### src/rtl/id_ex_stage_if.sv
// Bus bundle between decode/regfile, the ID/EX register and the forwarding sources.
// The decode side drives the "master" modport and the ID/EX stage takes the "slave" modport.
interface id_ex_stage_if #(
    parameter int XLEN = 32,
    parameter int RA_W = 5
) ();
    logic            hold;
    logic            flush;
    logic            id_valid;
    logic [XLEN-1:0] id_pc;
    logic [RA_W-1:0] id_rs1;
    logic [RA_W-1:0] id_rs2;
    logic [RA_W-1:0] id_rd;
    logic [XLEN-1:0] id_rs1_data;
    logic [XLEN-1:0] id_rs2_data;
    logic [XLEN-1:0] id_imm;
    logic [3:0]      id_alu_op;
    logic [2:0]      id_src_sel;
    logic [2:0]      id_ctrl;
    logic            mem_reg_write;
    logic [RA_W-1:0] mem_rd;
    logic [XLEN-1:0] mem_result;
    logic            wb_reg_write;
    logic [RA_W-1:0] wb_rd;
    logic [XLEN-1:0] wb_data;
    logic            load_use_stall;
    logic            ex_valid;
    logic [XLEN-1:0] alu_a;
    logic [XLEN-1:0] alu_b;
    logic [3:0]      alu_op;
    logic [RA_W-1:0] ex_rd;
    logic [2:0]      ex_ctrl;
    logic [XLEN-1:0] ex_store_data;

    modport master (
        output hold, flush, id_valid, id_pc, id_rs1, id_rs2, id_rd,
               id_rs1_data, id_rs2_data, id_imm, id_alu_op, id_src_sel, id_ctrl,
               mem_reg_write, mem_rd, mem_result, wb_reg_write, wb_rd, wb_data,
        input  load_use_stall, ex_valid, alu_a, alu_b, alu_op, ex_rd, ex_ctrl,
               ex_store_data
    );

    modport slave (
        input  hold, flush, id_valid, id_pc, id_rs1, id_rs2, id_rd,
               id_rs1_data, id_rs2_data, id_imm, id_alu_op, id_src_sel, id_ctrl,
               mem_reg_write, mem_rd, mem_result, wb_reg_write, wb_rd, wb_data,
        output load_use_stall, ex_valid, alu_a, alu_b, alu_op, ex_rd, ex_ctrl,
               ex_store_data
    );
endinterface

### src/rtl/id_ex_stage.sv
// ID/EX pipeline register: latches decoded operands/control, forwards EX/MEM and MEM/WB
// results onto the ALU operands, and turns load-use hazards into bubbles.
module id_ex_stage #(
    parameter int XLEN = 32,
    parameter int RA_W = 5
) (
    input  logic         clk,
    input  logic         rst_n,
    id_ex_stage_if.slave bus
);
    logic                      valid_q, valid_d;
    logic [XLEN-1:0]           pc_q, pc_d;
    logic [XLEN-1:0]           imm_q, imm_d;
    logic [RA_W-1:0]           rd_q, rd_d;
    logic [3:0]                alu_op_q, alu_op_d;
    logic                      a_sel_q, a_sel_d;
    logic [1:0]                b_sel_q, b_sel_d;
    logic [2:0]                ctrl_q, ctrl_d;
    logic [1:0][RA_W-1:0]      rs_q, rs_d;
    logic [1:0][XLEN-1:0]      data_q, data_d;

    logic [1:0][RA_W-1:0]      id_rs;
    logic [1:0][XLEN-1:0]      id_data;
    logic [1:0][XLEN-1:0]      cap_data;
    logic [1:0][XLEN-1:0]      fwd;
    logic                      stall;
    logic                      bubble;

    assign id_rs   = {bus.id_rs2, bus.id_rs1};
    assign id_data = {bus.id_rs2_data, bus.id_rs1_data};

    // Index 0 is rs1, index 1 is rs2; both operands share identical bypass/forward logic.
    generate
        for (genvar gi = 0; gi < 2; gi++) begin : g_operand
            always_comb begin
                cap_data[gi] = id_data[gi];
                if (bus.wb_reg_write && (bus.wb_rd != '0) && (bus.wb_rd == id_rs[gi])) begin
                    cap_data[gi] = bus.wb_data;
                end
            end

            // Youngest producer (EX/MEM) takes precedence over MEM/WB.
            always_comb begin
                fwd[gi] = data_q[gi];
                if (bus.mem_reg_write && (bus.mem_rd != '0) && (bus.mem_rd == rs_q[gi])) begin
                    fwd[gi] = bus.mem_result;
                end else if (bus.wb_reg_write && (bus.wb_rd != '0) && (bus.wb_rd == rs_q[gi])) begin
                    fwd[gi] = bus.wb_data;
                end
            end
        end
    endgenerate

    // Conservative: rs2 is compared even for instructions that never read it.
    always_comb begin
        stall = valid_q && ctrl_q[1] && (rd_q != '0) && bus.id_valid &&
                ((rd_q == bus.id_rs1) || (rd_q == bus.id_rs2));
    end

    assign bubble = bus.flush || (!bus.hold && stall);

    always_comb begin
        valid_d  = valid_q;
        pc_d     = pc_q;
        imm_d    = imm_q;
        rd_d     = rd_q;
        alu_op_d = alu_op_q;
        a_sel_d  = a_sel_q;
        b_sel_d  = b_sel_q;
        ctrl_d   = ctrl_q;
        rs_d     = rs_q;
        data_d   = data_q;
        if (bubble) begin
            valid_d  = 1'b0;
            pc_d     = '0;
            imm_d    = '0;
            rd_d     = '0;
            alu_op_d = 4'b0000;
            a_sel_d  = 1'b0;
            b_sel_d  = 2'b11;
            ctrl_d   = 3'b000;
            rs_d     = '0;
            data_d   = '0;
        end else if (!bus.hold) begin
            valid_d  = bus.id_valid;
            pc_d     = bus.id_pc;
            imm_d    = bus.id_imm;
            rd_d     = bus.id_rd;
            alu_op_d = bus.id_alu_op;
            a_sel_d  = bus.id_src_sel[2];
            b_sel_d  = bus.id_src_sel[1:0];
            ctrl_d   = bus.id_ctrl;
            rs_d     = id_rs;
            data_d   = cap_data;
        end
    end

    always_ff @(posedge clk or negedge rst_n) begin
        if (!rst_n) begin
            valid_q  <= 1'b0;
            pc_q     <= '0;
            imm_q    <= '0;
            rd_q     <= '0;
            alu_op_q <= 4'b0000;
            a_sel_q  <= 1'b0;
            b_sel_q  <= 2'b00;
            ctrl_q   <= 3'b000;
            rs_q     <= '0;
            data_q   <= '0;
        end else begin
            valid_q  <= valid_d;
            pc_q     <= pc_d;
            imm_q    <= imm_d;
            rd_q     <= rd_d;
            alu_op_q <= alu_op_d;
            a_sel_q  <= a_sel_d;
            b_sel_q  <= b_sel_d;
            ctrl_q   <= ctrl_d;
            rs_q     <= rs_d;
            data_q   <= data_d;
        end
    end

    always_comb begin
        bus.alu_a = a_sel_q ? pc_q : fwd[0];
        unique case (b_sel_q)
            2'b00:   bus.alu_b = fwd[1];
            2'b01:   bus.alu_b = imm_q;
            2'b10:   bus.alu_b = pc_q;
            default: bus.alu_b = '0;
        endcase
    end

    assign bus.load_use_stall = stall;
    assign bus.ex_valid       = valid_q;
    assign bus.alu_op         = alu_op_q;
    assign bus.ex_rd          = rd_q;
    assign bus.ex_ctrl        = ctrl_q;
    assign bus.ex_store_data  = fwd[1];

endmodule

### src/flat_wrapper.sv
// flat-port wrapper written by rule: the top's interface ports become plain ports
module id_ex_stage_flat 
#(
    parameter int XLEN = 32,
    parameter int RA_W = 5
)
  (clk, rst_n, bus_hold, bus_flush, bus_id_valid, bus_id_pc, bus_id_rs1, bus_id_rs2, bus_id_rd, bus_id_rs1_data, bus_id_rs2_data, bus_id_imm, bus_id_alu_op, bus_id_src_sel, bus_id_ctrl, bus_mem_reg_write, bus_mem_rd, bus_mem_result, bus_wb_reg_write, bus_wb_rd, bus_wb_data, bus_load_use_stall, bus_ex_valid, bus_alu_a, bus_alu_b, bus_alu_op, bus_ex_rd, bus_ex_ctrl, bus_ex_store_data);
  id_ex_stage_if #(.XLEN(XLEN), .RA_W(RA_W)) bus_i ();
  input  logic clk;
  input  logic rst_n;
  input wire logic [$bits(bus_i.hold)-1:0] bus_hold;
  input wire logic [$bits(bus_i.flush)-1:0] bus_flush;
  input wire logic [$bits(bus_i.id_valid)-1:0] bus_id_valid;
  input wire logic [$bits(bus_i.id_pc)-1:0] bus_id_pc;
  input wire logic [$bits(bus_i.id_rs1)-1:0] bus_id_rs1;
  input wire logic [$bits(bus_i.id_rs2)-1:0] bus_id_rs2;
  input wire logic [$bits(bus_i.id_rd)-1:0] bus_id_rd;
  input wire logic [$bits(bus_i.id_rs1_data)-1:0] bus_id_rs1_data;
  input wire logic [$bits(bus_i.id_rs2_data)-1:0] bus_id_rs2_data;
  input wire logic [$bits(bus_i.id_imm)-1:0] bus_id_imm;
  input wire logic [$bits(bus_i.id_alu_op)-1:0] bus_id_alu_op;
  input wire logic [$bits(bus_i.id_src_sel)-1:0] bus_id_src_sel;
  input wire logic [$bits(bus_i.id_ctrl)-1:0] bus_id_ctrl;
  input wire logic [$bits(bus_i.mem_reg_write)-1:0] bus_mem_reg_write;
  input wire logic [$bits(bus_i.mem_rd)-1:0] bus_mem_rd;
  input wire logic [$bits(bus_i.mem_result)-1:0] bus_mem_result;
  input wire logic [$bits(bus_i.wb_reg_write)-1:0] bus_wb_reg_write;
  input wire logic [$bits(bus_i.wb_rd)-1:0] bus_wb_rd;
  input wire logic [$bits(bus_i.wb_data)-1:0] bus_wb_data;
  output wire logic [$bits(bus_i.load_use_stall)-1:0] bus_load_use_stall;
  output wire logic [$bits(bus_i.ex_valid)-1:0] bus_ex_valid;
  output wire logic [$bits(bus_i.alu_a)-1:0] bus_alu_a;
  output wire logic [$bits(bus_i.alu_b)-1:0] bus_alu_b;
  output wire logic [$bits(bus_i.alu_op)-1:0] bus_alu_op;
  output wire logic [$bits(bus_i.ex_rd)-1:0] bus_ex_rd;
  output wire logic [$bits(bus_i.ex_ctrl)-1:0] bus_ex_ctrl;
  output wire logic [$bits(bus_i.ex_store_data)-1:0] bus_ex_store_data;
  assign bus_i.hold = bus_hold;
  assign bus_i.flush = bus_flush;
  assign bus_i.id_valid = bus_id_valid;
  assign bus_i.id_pc = bus_id_pc;
  assign bus_i.id_rs1 = bus_id_rs1;
  assign bus_i.id_rs2 = bus_id_rs2;
  assign bus_i.id_rd = bus_id_rd;
  assign bus_i.id_rs1_data = bus_id_rs1_data;
  assign bus_i.id_rs2_data = bus_id_rs2_data;
  assign bus_i.id_imm = bus_id_imm;
  assign bus_i.id_alu_op = bus_id_alu_op;
  assign bus_i.id_src_sel = bus_id_src_sel;
  assign bus_i.id_ctrl = bus_id_ctrl;
  assign bus_i.mem_reg_write = bus_mem_reg_write;
  assign bus_i.mem_rd = bus_mem_rd;
  assign bus_i.mem_result = bus_mem_result;
  assign bus_i.wb_reg_write = bus_wb_reg_write;
  assign bus_i.wb_rd = bus_wb_rd;
  assign bus_i.wb_data = bus_wb_data;
  assign bus_load_use_stall = bus_i.load_use_stall;
  assign bus_ex_valid = bus_i.ex_valid;
  assign bus_alu_a = bus_i.alu_a;
  assign bus_alu_b = bus_i.alu_b;
  assign bus_alu_op = bus_i.alu_op;
  assign bus_ex_rd = bus_i.ex_rd;
  assign bus_ex_ctrl = bus_i.ex_ctrl;
  assign bus_ex_store_data = bus_i.ex_store_data;
  id_ex_stage #(.XLEN(XLEN), .RA_W(RA_W)) u_core (.clk(clk), .rst_n(rst_n), .bus(bus_i));
endmodule
### config.mk
export PLATFORM = sky130hd
export DESIGN_NAME = id_ex_stage_flat
export DESIGN_NICKNAME = d
export VERILOG_FILES = /design/src/rtl/id_ex_stage_if.sv /design/src/rtl/id_ex_stage.sv /design/src/flat_wrapper.sv
export SDC_FILE = /design/constraint.sdc
export NUM_CORES = 1
export LEC_CHECK = 0
export CORE_UTILIZATION = 51
export CTS_BUF_LIST = sky130_fd_sc_hd__clkbuf_16
export CTS_CLUSTER_DIAMETER = 30
export DETAILED_ROUTE_END_ITERATION = 8
export PLACE_DENSITY = 0.88
export SLEW_MARGIN = 20
export SYNTH_ARGS = -nofsm -noshare
export SYNTH_HDL_FRONTEND = slang
export SYNTH_SLANG_ARGS = --single-unit
### constraint.sdc
create_clock -name clk -period 4.2 [get_ports clk]
set_clock_uncertainty 0.1 [all_clocks]
set_input_delay 0.42 -clock clk [delete_from_list [all_inputs] [get_ports clk]]
set_output_delay 0.42 -clock clk [all_outputs]
set_load 0.02 [all_outputs]
-- After elaboration in Yosys (flattened, before gate mapping)
Cells that the tools add are included.
- flip-flop bits (word level): 154
- input port bits: 234
- output and inout port bits: 110
- logic and storage cells: 71
- equal/unequal tests: 11
- multiplexer cells: 28
- reductions and logical operators: 20
- operators with widths (operator ; count):
    $mux 32 ; 11
    $mux 64 ; 2
    $pmux 32 s3 ; 1
    $eq 5x5->1 ; 8
    $mux 10 ; 2
    $reduce_bool 5->1 ; 3
    $logic_and 1x1->1 ; 13
    $mux 5 ; 2
    $mux 4 ; 2
    $mux 3 ; 2
    $mux 1 ; 4
    $mux 2 ; 2
    $eq 2x1->1 const B ; 1
    $eq 2x2->1 const B ; 1
    $logic_not 2->1 ; 1
    $logic_or 1x1->1 ; 2
    $ne 2x1->1 const B ; 1
    $logic_not 1->1 ; 1

-- Longest topological paths before layout
Gate-level depths: netlist of run 1.
- depth in word-level cells: 7
- depth in mapped cells: 8
- mapped depth without buffers: 5

-- Least setup slack after synthesis of run 1
Ideal clock, no wire load.
- kind: input-to-output
- from: input port bus_wb_rd[1]
- to: output port bus_alu_b[10]
- arrival time: 2392 ps
- required time: 3680 ps
- slack: 1288 ps
- cell stages on the path: 8
- path buffers: 3
- cell sequence: buf_2 > or4_1 > o21ai_2 > or3b_1 > buf_6 > buf_6 > a221oi_2 > o31ai_1
- cells in the longest elaborated chain, start to end: 6
- elaborated cells on any way between the ends: 7
- classes of those cells: eq/ne (1); mux (3); reduce/logical (3)
- RTL lines (element ; RTL line ; RTL):
    start, declared ; flat_wrapper.sv:28 ; input wire logic [$bits(bus_i.wb_rd)-1:0] bus_wb_rd;
    $reduce_bool 5->1 ; id_ex_stage.sv:47 ; end else if (bus.wb_reg_write && (bus.wb_rd != '0) && (bus.wb_rd == rs_q[gi])) begin
    $logic_and 1x1->1 ; id_ex_stage.sv:47 ;
    $logic_and 1x1->1 (*) ; id_ex_stage.sv:47 ;
    $mux 32 (*) ; id_ex_stage.sv:47 ;
    $mux 32 (*) ; id_ex_stage.sv:45 ; if (bus.mem_reg_write && (bus.mem_rd != '0) && (bus.mem_rd == rs_q[gi])) begin
    $pmux 32 s3 (*) ; id_ex_stage.sv:126 ; unique case (b_sel_q)
    end, declared ; flat_wrapper.sv:33 ; output wire logic [$bits(bus_i.alu_b)-1:0] bus_alu_b;
Mark *: on every way between the ends. The rest lies on a longest branch, timed or not.

-- Final worst setup path of run 1
- from: input port bus_wb_rd[2]
- to: output port bus_ex_store_data[18]
- cells in the longest elaborated chain, start to end: 5
- elaborated cells on any way between the ends: 6
- classes of those cells: eq/ne (1); mux (2); reduce/logical (3)
- RTL lines (element ; RTL line ; RTL):
    $reduce_bool 5->1 ; id_ex_stage.sv:47 ;
    $logic_and 1x1->1 ; id_ex_stage.sv:47 ;
    $logic_and 1x1->1 (*) ; id_ex_stage.sv:47 ;
    $mux 32 (*) ; id_ex_stage.sv:47 ;
    $mux 32 (*) ; id_ex_stage.sv:45 ;
    end, declared ; flat_wrapper.sv:37 ; output wire logic [$bits(bus_i.ex_store_data)-1:0] bus_ex_store_data;
Marks and branches as above.

==> summary.txt, run 1 <==
Status
  – Outcome: finished clean

Placed design
  – Pre-CTS WS: 182 ps
  – I/O Buffers: 343
  – HPWL after DPL: 30300 µm
  – Gpl congestion: 1.00

Route
  – Vias: 11564
  – Per-cell routed wire length: 24.2 µm
  – Remaining DRCs: 0
  – DR iter-0 viols: 1226
  – Drt total wl: 44100 µm
  – Vias/cell: 6.33
  – Antenna viol nets, final: 0
  – Drt pass-1 iters: 5

Power
  – Net Sw Power: 0.00137 W
  – Seq pwr share: 37.3%
  – Pleak: 5.65 nW
  – Clock network fraction of total power: 37.6%
  – PD cells: 298 mW/mm²
  – Int Pwr: 0.00304 W
  – Sw Ratio: 31.1%
  – Worst VDD drop: 0.000275 V
  – Logic pwr share: 25.0%

Clocking
  – Max H-tree Level: 4
  – Post-CTS Setup Inserts: 0
  – CTS max path bufs: 2
  – Clock slew at reported path FFs: 70 ps
  – CTS Sinks: 154
  – Clk_lat worst skew: 430 ps
  – Root Buffer Master: clkbuf_16
  – PostCTS Resize Cnt: 0
  – Cts hold-fix bufs: 0
  – CTS Buf Count: 17
  – CTS tree: yes

STA
  – Endpoints failing setup: 0
  – Fin crit share: 96.8%
  – Sum Neg Setup Slack: 0 ps
  – Post-layout min period: 4060 ps
  – Worst slew pin tran: 1060 ps
  – RSZ-0062 raised after global routing: false
  – Worst setup margin: 136 ps
  – Worst slew margin: 28.7%
  – Final slew viol count: 0
  – Hold slack: 18.7 ps
  – Final Hold Viols: 0
  – Achievable clock frequency: 0.246 GHz

Worst setup path
  – WP data arrival: 3540 ps
  – CP Capture Type: primary output
  – Setup CP Type: in2out
  – Reg-to-reg slack, setup: 1580 ps
  – Worst EP required: 3680 ps
  – R2r worst-path depth: 5
  – CP max FO: 18
  – Critical Path Start Type: primary input

Synth
  – Yosys warns: 0
  – Seq cells post-synth: 154
  – Distinct cells, synth: 38
  – Synth Instances: 1267
  – Main flop type after synthesis: dfrtp_1
  – Mapped Avg Cell Area: 8.18 µm²
  – Syn Std Cell Area: 0.0104 mm²
  – Sequential fraction of the synthesis area: 37.2%
  – Post-Syn Nets: 1501
  – Post-synth EDFFs: 0
  – Ys async rst share: 100%

Die
  – Die Height: 145 µm
  – Core area: 0.0197 mm²
  – DIE AREA: 0.0209 mm²
  – # IOs: 344
  – Placement Rows: 51
  – Die Width: 145 µm
  – Starting Density: 52.7%

Global route
  – Global-route wire length before repair: 65300 µm
  – Largest net degree at the start of global routing: 120
  – Initial antenna violation count: 6
  – GRT Total Usage: 42.7%
  – Vias in the first global route: 11324
  – Grt ovf: 0

Run
  – Max-cap violations: 0

Cells and area
  – Share of layout cells above drive strength 1: 8.30%
  – Synthesis-to-finish area growth: 42.6%
  – Commonest non-fill, non-tap cell in the layout: clkdlybuf4s50_1
  – Fillers: 1494
  – Most frequent cells in the layout: clkdlybuf4s50_1 (336), nand2_1 (186), o21ai_0 (154), dfrtp_1 (153), nor2_1 (103)
  – Final nets: 1776

Worst hold path
  – Min-delay worst type: in2async
[Yosys cell counts, drive strengths merged, types with 3 or more instances]
| library cell | count | area (µm²) |
|---|---|---|
| xnor2 | 17 | 149 |
| nor3 | 5 | 25.0 |
| a21oi | 88 | 440 |
| a221oi | 62 | 731 |
| clkbuf | 106 | 398 |
| o31ai | 64 | 480 |
| nor2 | 105 | 394 |
| nand2 | 186 | 698 |
| mux2i | 64 | 641 |
| o21ai | 157 | 790 |
| dfrtp | 154 | 3850 |
| xor2 | 21 | 184 |
| and2 | 32 | 200 |
| a22oi | 33 | 248 |
| or4 | 3 | 22.5 |
| and3 | 30 | 188 |
| nand3 | 4 | 20.0 |
| nor2b | 92 | 576 |
| buf | 23 | 143 |
[path summary, 6_finish.rpt]
check,from,to
min reg2reg,u_core.data_q[13],u_core.data_q[13]
min in group clk,bus_flush,u_core.imm_q[14]
max reg2reg,u_core.bus.ex_rd[0],u_core.data_q[31]
min,rst_n,u_core.imm_q[24]
max in group asynchronous,rst_n,u_core.data_q[63]
max,bus_wb_rd[2],bus_ex_store_data[18]
[area by class of cell]
cell class	count	area, µm²	share of cell area [%]
diodes	6	15.0	0.102
inverters	2	7.51	0.0508
clock buffers	17	425	2.88
repair buffers	385	3890	26.3
multi-input cells	982	6060	41.0
clock inverters	15	190	1.29
well taps	265	332	2.24
flip-flops and latches	154	3850	26.1
[state kept, by name (all words and copies together) (netlist names)]
name	count
u_core.bus.ex_ctrl	3
u_core.rs_q	10
u_core.imm_q	32
u_core.data_q	64
u_core.bus.ex_valid	1
u_core.bus.alu_op	4
u_core.b_sel_q	2
u_core.pc_q	32
u_core.bus.ex_rd	5
u_core.a_sel_q	1
[cells by family (layout without fill, tap and decap cells)]
kind of cell / Yosys count / in the layout / synth area share (%)
other cells: 0 / 6 / 0
mux: 64 / 64 / 6.18
buf+inv: 131 / 419 / 5.29
xor+xnor: 38 / 38 / 3.21
flops: 154 / 154 / 37.2
simple gates: 468 / 468 / 21.4
compound gates: 412 / 412 / 26.8
[power by group through the flow]
stage	registers, W	clock network [W]	logic, W
after global routing	0.00165	0.00172	0.00116
after global placement	0.00166	0	0.00107
after floorplan	0.00164	0	0.000492
after CTS	0.00164	0.00165	0.00109
final	0.00165	0.00166	0.00110
after detailed placement	0.00167	0	0.00108
[worst max-delay path, stage by stage]
cell,delay (ps)
clkdlybuf4s50_1,450
or4_1,620
o21ai_2,290
nor2_4,220
buf_12,230
a221oi_2,510
nor2_1,200
clkdlybuf4s50_1,580
[through the flow]
stage	instance area [µm²]	instances	utilization, %	total power (W)
after floorplan	10400	1267	-	0.00214
after global placement	14100	1788	71.9	0.00274
after detailed placement	14100	1788	71.9	0.00275
after CTS	14800	1820	75.1	0.00438
after global routing	14800	1826	75.1	0.00453
final	14800	1826	75.1	0.00441
[metal layers]
metal | vias to the layer above | GRT usage [%] | share of wire [%]
met1 | 5482 | 49.6 | 35
met3 | 180 | 11.3 | 11
met5 | - | 0 | 0
met2 | 864 | 69.4 | 47
met4 | 0 | 28.0 | 6.2
li1 | 5038 | - | -
Note: power is estimated with default switching activity, not from simulation.
==> run 2, diff against run 1 <==
--- a/config.mk
+++ b/config.mk
@@ -10,6 +10,7 @@
 export CTS_CLUSTER_DIAMETER = 30
 export DETAILED_ROUTE_END_ITERATION = 8
 export PLACE_DENSITY = 0.88
+export SKIP_LAST_GASP = 1
 export SLEW_MARGIN = 20
 export SYNTH_ARGS = -nofsm -noshare
 export SYNTH_HDL_FRONTEND = slang
==> results of run 2 <==
Same layout as run 1: the final DEF is identical, and so are final timing and power.
==> run 3, diff against run 2 <==
--- a/config.mk
+++ b/config.mk
@@ -10,6 +10,7 @@
 export CTS_CLUSTER_DIAMETER = 30
 export DETAILED_ROUTE_END_ITERATION = 8
 export PLACE_DENSITY = 0.88
+export SETUP_SLACK_MARGIN = 0.3
 export SKIP_LAST_GASP = 1
 export SLEW_MARGIN = 20
 export SYNTH_ARGS = -nofsm -noshare
==> run 3 against run 2 <==
Effect of this change: flip-flop and latch count is the same; routed wire length is 1.1% higher; core utilization is 0.59 points higher; sequential share of layout area is 0.20 points lower; die area is the same; non-clock buffer count grew 3; critical endpoint is now bus_ex_store_data[21]; largest cell class unchanged; largest power group unchanged.
==> summary.txt, run 3 (same netlist as run 1, synthesis figures left out) <==
Die
  – Die Height: 145 µm
  – DIE AREA: 0.0209 mm²
  – Die Width: 145 µm
  – Placement Rows: 51
  – Starting Density: 52.7%
  – Core area: 0.0197 mm²
  – # IOs: 344

Placed design
  – Gpl congestion: 1.00
  – I/O Buffers: 343
  – HPWL after DPL: 30300 µm

Worst setup path
  – CP max FO: 16
  – Worst EP required: 3680 ps
  – Crit-path max cell delay: 560 ps
  – R2r worst-path depth: 5
  – WP data arrival: 3380 ps
  – Crit path buf inv count: 2
  – Slowest-stage cell, CP: clkdlybuf4s50_1
  – CP Capture Type: primary output
  – Critical Path Start Type: flop
  – FF-to-FF End: u_core.rs_q[6]
  – Critical path, cell by cell: nor2b_1 > a2111oi_4 > or3b_4 > clkbuf_16 > a221oi_2 > nor2_1 > clkdlybuf4s50_1
  – FF-to-FF Start: u_core.bus.ex_rd[0]
  – Reg-to-reg slack, setup: 1580 ps
  – Setup CP Type: reg2out
  – CP top delay family: compound AO/OA/AOI/OAI gates

Route
  – Vias: 11687
  – DR iter-0 viols: 1307
  – Drt pass-1 iters: 7
  – Antenna viol nets, final: 0
  – Vias/cell: 6.39
  – Drt total wl: 44600 µm
  – Remaining DRCs: 0
  – Per-cell routed wire length: 24.4 µm

Global route
  – Grt met1 use: 49.3%
  – Vias in the first global route: 11344
  – Met2 global-route usage: 69.2%
  – Initial antenna violation count: 7
  – Largest net degree at the start of global routing: 120
  – GRT Total Usage: 42.8%
  – Grt ovf: 0
  – GRT met3 Usage: 12.0%
  – Global-route wire length before repair: 65600 µm
  – Global routing's busiest layer: met2

Cells and area
  – Most frequent cells in the layout: clkdlybuf4s50_1 (328), nand2_1 (186), o21ai_0 (154), dfrtp_1 (153), nor2_1 (103)
  – Final nets: 1779
  – Synthesis-to-finish area growth: 43.7%
  – Fillers: 1474
  – Biggest register: u_core.data_q
  – Multi-input logic area: 0.00612 mm²
  – Storage element area: 0.00385 mm²
  – Commonest non-fill, non-tap cell in the layout: clkdlybuf4s50_1
  – Max reg flops: 64
  – Largest regs: u_core.data_q x64, u_core.imm_q x32, u_core.pc_q x32
  – Share of layout cells above drive strength 1: 8.73%

Clocking
  – Clk_lat worst skew: 440 ps
  – CTS Sinks: 154
  – CTS max path bufs: 2
  – CTS Buf Count: 17
  – CTS tree: yes
  – Max H-tree Level: 4
  – Root Buffer Master: clkbuf_16
  – Clock slew at reported path FFs: 70 ps

STA
  – Endpoints failing setup: 0
  – Fin crit share: 92.9%
  – Worst slew margin: 30.1%
  – Final Hold Viols: 0
  – Sum Neg Setup Slack: 0 ps
  – Final slew viol count: 0
  – Worst slew pin tran: 1040 ps
  – Achievable clock frequency: 0.256 GHz
  – Post-layout min period: 3900 ps
  – Hold slack: 16.2 ps
  – RSZ-0062 raised after global routing: false

Power
  – Seq pwr share: 37.3%
  – PD cells: 297 mW/mm²
  – Pleak: 5.75 nW
  – Logic pwr share: 25.2%
  – Net Sw Power: 0.00138 W
  – Int Pwr: 0.00304 W
  – Worst VDD drop: 0.000283 V
  – Clock network fraction of total power: 37.5%
  – Sw Ratio: 31.2%

Status
  – Outcome: finished clean

Worst hold path
  – Min-delay worst type: in2async

Run
  – Max-cap violations: 0
[run 3: cell types whose count changed in the layout (fill, tap and decap cells not counted), moves of 2 or more]
| cell | change |
|---|---|
| a221oi_2 | -2 |
| a221oi_4 | +3 |
| clkdlybuf4s50_1 | -8 |
| dlygate4sd2_1 | +6 |
| dlymetal6s2s_1 | +2 |
[run 3: layer usage]
layer | vias to the layer above | share of wire, %
li1 | 5052 | -
met1 | 5542 | 35
met2 | 897 | 47
met3 | 196 | 12
met4 | 0 | 6.6
met5 | - | 0
[run 3: worst max path at each step]
stage,depth (start not counted),slack [ps],from,end
floorplan,8,1290,bus_wb_rd[1],bus_alu_b[10]
global placement,9,210,bus_wb_rd[1],bus_alu_b[16]
detailed placement,9,180,bus_wb_rd[1],bus_alu_b[16]
CTS,9,260,bus_wb_rd[2],bus_alu_b[20]
global route,10,270,bus_wb_rd[3],bus_alu_b[25]
finish,7,300,u_core.rs_q[9],bus_ex_store_data[21]
[run 3: repair_timing]
| action | CTS | global route |
|---|---|---|
| pin swaps | 1 | 0 |
| gates cloned | 0 | 1 |
| setup buffers | 2 | 0 |
| endpoints found under the setup margin | 11 | 43 |
| gates resized for setup | 6 | 11 |
| hold buffers | 0 | 0 |
[run 3: power by group through the flow]
stage	sequential [W]	clock [W]	combinational, W
after floorplan	0.00164	0	0.000492
after global placement	0.00166	0	0.00107
after detailed placement	0.00167	0	0.00108
after CTS	0.00164	0.00165	0.00109
after global routing	0.00165	0.00171	0.00118
final	0.00165	0.00166	0.00111
[run 3: metrics by stage]
step / utilization, % / area, µm² / instances / setup WS, ps / total power, W
after detailed placement: 71.9 / 14100 / 1788 / 182 / 0.00275
after global placement: 71.9 / 14100 / 1788 / 212 / 0.00274
after floorplan: - / 10400 / 1267 / 1290 / 0.00214
after CTS: 75.2 / 14800 / 1822 / 263 / 0.00438
final: 75.7 / 14900 / 1830 / 299 / 0.00442
after global routing: 75.7 / 14900 / 1829 / 265 / 0.00454
[run 3: layout make-up]
class                   count  area share [%]
clock inverters            15            1.28
diodes                      7           0.118
repair buffers            388            26.5
well taps                 265            2.23
flip-flops and latches    154            25.9
multi-input cells         982            41.1
inverters                   2          0.0504
clock buffers              17            2.86
[run 3: worst register-to-register path, stage by stage, from the launching register on]
cell and delay (ps):
dfrtp_1 450, or4_1 600, o2111ai_4 530, buf_4 460
o21ai_0 210, a21oi_1 190
